[config.mk]
export PLATFORM = sky130hd
export DESIGN_NAME = kmer_assembler_flat
export DESIGN_NICKNAME = d
export VERILOG_FILES = /design/src/rtl/kmer_assembler_if.sv /design/src/rtl/kmer_assembler.sv /design/src/flat_wrapper.sv
export SDC_FILE = /design/constraint.sdc
export NUM_CORES = 2
export LEC_CHECK = 0
export CORE_AREA = 5 5 440 442
export CTS_BUF_LIST = sky130_fd_sc_hd__clkbuf_8
export DETAILED_ROUTE_END_ITERATION = 6
export DIE_AREA = 0 0 445 447
export SYNTH_ARGS = -nofsm -noshare
export SYNTH_HDL_FRONTEND = slang
export SYNTH_SLANG_ARGS = --single-unit
export TNS_END_PERCENT = 10
[constraint.sdc]
create_clock -name clk -period 4.4 [get_ports clk]
set_input_delay 0.88 -clock clk [delete_from_list [all_inputs] [get_ports clk]]
set_output_delay 0.88 -clock clk [all_outputs]
set_load 0.01 [all_outputs]
[src/rtl/kmer_assembler_if.sv]
// Handshake and data bundle between a k-mer producer/consumer (master) and kmer_assembler (slave).
interface kmer_assembler_if;
  logic         load;
  logic [511:0] read_in;
  logic         kmer_valid;
  logic [97:0]  kmer_in;
  logic         kmer_last;
  logic         kmer_ready;
  logic         out_valid;
  logic         out_ready;
  logic [511:0] read_out;
  logic [7:0]   kmer_cnt;
  logic         err;

  modport master (
    output load, read_in, kmer_valid, kmer_in, kmer_last, out_ready,
    input  kmer_ready, out_valid, read_out, kmer_cnt, err
  );

  modport slave (
    input  load, read_in, kmer_valid, kmer_in, kmer_last, out_ready,
    output kmer_ready, out_valid, read_out, kmer_cnt, err
  );
endinterface

[src/rtl/kmer_assembler.sv]
// Overlays 45-base k-mers onto a 256-base read and presents the assembled read downstream.
// Optional feature macro KMER_ASSEMBLER_ORDER_CHECK_EN rejects k-mers whose pos does not strictly increase.
module kmer_assembler (
  input  logic            clk,
  input  logic            reset,
  kmer_assembler_if.slave bus
);
  localparam int NUM_BASES = 256;
  localparam int KMER_LEN  = 45;

  typedef enum logic [1:0] {IDLE, COLLECT, DONE} state_t;

  state_t       r_state;
  state_t       w_state_next;
  logic [511:0] r_read;
  logic [511:0] w_read_next;
  logic [7:0]   r_cnt;
  logic [7:0]   w_pos;
  logic [89:0]  w_bases;
  logic [1:0]   w_kb [0:KMER_LEN-1];
  logic         w_accept;
  logic         w_reject;
  logic         w_write;
  logic         w_load;
  logic         w_err;

  assign w_pos    = bus.kmer_in[97:90];
  assign w_bases  = bus.kmer_in[89:0];
  assign w_accept = bus.kmer_valid && (r_state == COLLECT);
  assign w_load   = bus.load && (r_state == IDLE);
  assign w_write  = w_accept && !w_reject;

`ifdef KMER_ASSEMBLER_ORDER_CHECK_EN
  logic [7:0] r_last_pos;
  logic       r_have_last;
  logic       r_err;

  // Every accepted k-mer, rejected or not, becomes the new reference position.
  assign w_reject = r_have_last && (w_pos <= r_last_pos);
  assign w_err    = r_err;

  always_ff @(posedge clk) begin
    if (reset) begin
      r_last_pos  <= 8'd0;
      r_have_last <= 1'b0;
      r_err       <= 1'b0;
    end else if (w_load) begin
      r_last_pos  <= 8'd0;
      r_have_last <= 1'b0;
      r_err       <= 1'b0;
    end else if (w_accept) begin
      r_last_pos  <= w_pos;
      r_have_last <= 1'b1;
      if (w_reject) begin
        r_err <= 1'b1;
      end
    end
  end
`else
  assign w_reject = 1'b0;
  assign w_err    = 1'b0;
`endif

  genvar gi;
  generate
    for (gi = 0; gi < KMER_LEN; gi++) begin : g_kbase
      assign w_kb[gi] = w_bases[89-2*gi -: 2];
    end
  endgenerate

  // Each read base picks k-mer base (b - pos) when that offset lands inside the k-mer;
  // offsets past base 255 simply have no matching read base, so nothing wraps.
  generate
    for (gi = 0; gi < NUM_BASES; gi++) begin : g_rbase
      localparam logic [8:0] LP_IDX = 9'(gi);
      logic [8:0] w_off;
      logic       w_hit;
      assign w_off = LP_IDX - {1'b0, w_pos};
      assign w_hit = (w_off < 9'(KMER_LEN));
      assign w_read_next[511-2*gi -: 2] = w_hit ? w_kb[w_off[5:0]] : r_read[511-2*gi -: 2];
    end
  endgenerate

  always_comb begin
    w_state_next = r_state;
    case (r_state)
      IDLE:    if (bus.load) w_state_next = COLLECT;
      COLLECT: if (w_accept && bus.kmer_last) w_state_next = DONE;
      DONE:    if (bus.out_ready) w_state_next = IDLE;
      default: w_state_next = IDLE;
    endcase
  end

  always_ff @(posedge clk) begin
    if (reset) begin
      r_state <= IDLE;
    end else begin
      r_state <= w_state_next;
    end
  end

  always_ff @(posedge clk) begin
    if (reset) begin
      r_read <= '0;
      r_cnt  <= 8'd0;
    end else if (w_load) begin
      r_read <= bus.read_in;
      r_cnt  <= 8'd0;
    end else if (w_write) begin
      r_read <= w_read_next;
      if (r_cnt != 8'hFF) begin
        r_cnt <= r_cnt + 8'd1;
      end
    end
  end

  assign bus.kmer_ready = (r_state == COLLECT);
  assign bus.out_valid  = (r_state == DONE);
  assign bus.read_out   = r_read;
  assign bus.kmer_cnt   = r_cnt;
  assign bus.err        = w_err;
endmodule

[src/flat_wrapper.sv]
// flat-port wrapper written by rule: the top's interface ports become plain ports
module kmer_assembler_flat 
  (clk, reset, bus_load, bus_read_in, bus_kmer_valid, bus_kmer_in, bus_kmer_last, bus_out_ready, bus_kmer_ready, bus_out_valid, bus_read_out, bus_kmer_cnt, bus_err);
  kmer_assembler_if bus_i ();
  input  logic clk;
  input  logic reset;
  input wire logic [$bits(bus_i.load)-1:0] bus_load;
  input wire logic [$bits(bus_i.read_in)-1:0] bus_read_in;
  input wire logic [$bits(bus_i.kmer_valid)-1:0] bus_kmer_valid;
  input wire logic [$bits(bus_i.kmer_in)-1:0] bus_kmer_in;
  input wire logic [$bits(bus_i.kmer_last)-1:0] bus_kmer_last;
  input wire logic [$bits(bus_i.out_ready)-1:0] bus_out_ready;
  output wire logic [$bits(bus_i.kmer_ready)-1:0] bus_kmer_ready;
  output wire logic [$bits(bus_i.out_valid)-1:0] bus_out_valid;
  output wire logic [$bits(bus_i.read_out)-1:0] bus_read_out;
  output wire logic [$bits(bus_i.kmer_cnt)-1:0] bus_kmer_cnt;
  output wire logic [$bits(bus_i.err)-1:0] bus_err;
  assign bus_i.load = bus_load;
  assign bus_i.read_in = bus_read_in;
  assign bus_i.kmer_valid = bus_kmer_valid;
  assign bus_i.kmer_in = bus_kmer_in;
  assign bus_i.kmer_last = bus_kmer_last;
  assign bus_i.out_ready = bus_out_ready;
  assign bus_kmer_ready = bus_i.kmer_ready;
  assign bus_out_valid = bus_i.out_valid;
  assign bus_read_out = bus_i.read_out;
  assign bus_kmer_cnt = bus_i.kmer_cnt;
  assign bus_err = bus_i.err;
  kmer_assembler u_core (.clk(clk), .reset(reset), .bus(bus_i));
endmodule
==> out/results.ini <==
[run_status]
status=finished clean

[cells_and_area]
final_util=0.3273
layoutNonFillerInstCount=9179
synthToLayoutAreaGrowth_pct=48.70
finalNetCount=7197
final_layout_size_suffix_gt1_frac=0.1735

[run]
drv_cap=0

[critical_path]
r2r_cells=8
path_class=in2reg
crit_top_cell=buf_4
cp.required_ns=5.18
start_kind=primary input
worstPathCellList=buf_4 > inv_1 > buf_4 > ha_1 > nand2b_1 > a21oi_1 > o21ai_0 > buf_4 > a31oi_1 > a21oi_1 > buf_4 > mux2i_1 > a211oi_1
slowest_stage=a21oi_1
cp_max_fo=6
r2r_slack_ns=0.95
timing.rr.start=u_core.r_state[0]$_SDFFE_PP0P_
worst_r2r_endpoint=u_core.bus.read_out[245]$_SDFFE_PP0P_
crit_arrival_ns=4.96
slowest_delay_ns=0.92
endpoint_kind=register

[cts]
numCtsBuffers=103
post_cts_buffers=0
holdBufCountCts=0
htree_num_levels=3
clk_pin_slew_worst_paths_ns=0.06
ctsLongestPathBuffers=3
cts_tree=done
clk_latency_ns=0.94
root_buffer=clkbuf_8
cts_sinks=522
cts.repair.resized=0

[sta]
slew_violations=0
setup-tns-final_ns=0
clock_skew_ns=0.06809
rsz0062_at_grt=false
setup_violations=0
hold_ws_ns=0.3983
clock.fmax_mhz=239.5
hold_viol=0
period_minus_slack_ns=4.175
maxSlewHeadroom=0.08002
worstMarginPinSlew_ns=1.345
fin_ws_ns=0.2245
min_period_over_period=0.9490

[power]
leakagePower_nw=22.21
netSwitchingPower_w=0.007720
seqPwrFrac=0.282
p_comb_frac=0.435
peakVddDrop_uv=234.8
intPower_w=0.01113
p_clk_frac=0.283
p_per_area_nw_per_um2=304.4
sw_frac_of_total=0.4096

[logic_synthesis]
ys.flop_type=dfxtp_1
netlist_area_um2=41640
synth.most_common_cell=nand2_1
synth.distinct_cells=117
netlist_instances=5080
async_flop_share=0
synthTopCellsByCount=nand2_1 (545), dfxtp_1 (522), a21oi_1 (336)
synthSimpleGateAreaFrac=0.1951
synth_top_family_by_area=compound AO/OA/AOI/OAI gates
netlist.area_leader.share=0.2509
synth_top_cell_by_area=dfxtp_1
synth_edf_count=0
synthMuxAreaShare=0.1501
synthAdderAreaFrac=0.01082
synth_seq_cells=522
synth_area_leaders=dfxtp_1 (25%), mux4_2 (8.9%), nand2_1 (4.9%)
ys_warn_count=0
ys_seq_area_frac=0.2509
synth_xor_area_frac=0.05531
avgSynthCellArea_um2=8.198
synth_fp_nets=5732
synth-compound-area-share=0.2843

[placement]
placedCellCount=8951
place_ws_ns=-0.3413
io_buffers=1137
dp_hpwl_um=284700
gp_congestion=1.116

[global_routing]
grt_pass1_wl_um=458000
grt_use_total=0.3326
grt_max_degree=159
grt-ovfl-total=0
antenna_found_initial=74
grt_pass1_vias=50660

[die]
io_pins=1139
die-area_um2=198900
rows=160
core_area_um2=189200
floorplan.initialDensity=0.2201
dieHeight_um=447
die_x_um=445

[hold_path]
hold_start=reset
holdPathStages=2
hold_class=in2reg
hold_end=u_core.bus.read_out[400]$_SDFFE_PP0P_

[detailed_routing]
ant_nets=0
met3_wirelength_um=34010
dr.first_iter.drc_count=7127
drc=0
met2WireLength_um=154800
wirelength_um=350300
top_layer_used=met5
vias_per_cell=5.857
dr.pass1.iters=6
wl_per_cell_um=38.16
num_vias=53760
met1_length_um=138300

cell families after synthesis:
logic type | count (synthesis)
AOI/OAI and AO/OA | 1772
and+or+nand+nor | 1612
DFF | 522
buffers and inverters | 482
muxes | 410
xor gates and xnor gates | 245
adders and majority gates | 36
other | 1
state kept, by name, summed over array words and instances (netlist names):
name	count
u_core.bus.kmer_cnt	8
u_core.bus.read_out	512
u_core.r_state	2
critical path, delay by kind of cell:
| kind | cells | cell delay, ns |
|---|---|---|
| compound gates | 5 | 2.26 |
| simple gates | 1 | 0.42 |
| buf+inv | 5 | 1.02 |
| mux | 1 | 0.08 |
| fa+ha+maj | 1 | 0.28 |
stage by stage:
stage	total power, W	instance area (um^2)
floorplan	0.008850	41640
global placement	0.01331	59700
detailed placement	0.01334	59700
CTS	0.01869	61810
global route	0.01932	61870
finish	0.01885	61920
power groups by stage:
stage / sequential (W) / clock (W) / combinational (W)
finish: 0.00531 / 0.00534 / 0.00820
global route: 0.00533 / 0.00559 / 0.00839
CTS: 0.00530 / 0.00541 / 0.00798
detailed placement: 0.00539 / 0 / 0.00795
global placement: 0.00539 / 0 / 0.00793
floorplan: 0.00548 / 0 / 0.00337
cell usage in the layout, fill, tap and decap left out, types with 180 or more instances in the layout:
master,Yosys,routed
clkdlybuf4s50_1,0,1128
mux2i_1,180,180
nor2_1,271,268
buf_4,26,598
o21ai_0,265,265
xnor2_1,220,219
nand2_1,545,543
a21oi_1,336,336
dfxtp_1,522,522
o22ai_1,275,275
worst max-delay path by stage:
stage / start / endpoint / slack [ns] / depth (start not counted)
2_1_floorplan: bus_kmer_in[93] / u_core.bus.read_out[26]$_SDFFE_PP0P_ / 0.04 / 14
3_3_place_gp: bus_kmer_in[92] / u_core.bus.read_out[281]$_SDFFE_PP0P_ / -0.30 / 13
3_5_place_dp: bus_kmer_in[92] / u_core.bus.read_out[281]$_SDFFE_PP0P_ / -0.34 / 13
4_1_cts: bus_kmer_in[91] / u_core.bus.read_out[115]$_SDFFE_PP0P_ / 0.59 / 13
5_1_grt: bus_kmer_in[91] / u_core.bus.read_out[118]$_SDFFE_PP0P_ / 0.27 / 13
6_report: bus_kmer_in[91] / u_core.bus.read_out[246]$_SDFFE_PP0P_ / 0.22 / 13
cell type report:
cell class	instances	area (um^2)
fill	20020	127300
multi-input combinational	4076	29080
timing repair buffer	1780	16790
sequential	522	10450
tap	2511	3142
clock buffer	126	1734
clock inverter	56	375.4
inverter	62	237.7
antenna	46	115.1
per-layer routing:
layer,up-vias,GRT usage
li1,22480,-
met1,26840,0.4144
met2,3641,0.5195
met3,766,0.09272
met4,24,0.1828
met5,-,0
No activity file was read; power rests on OpenSTA's default activity.
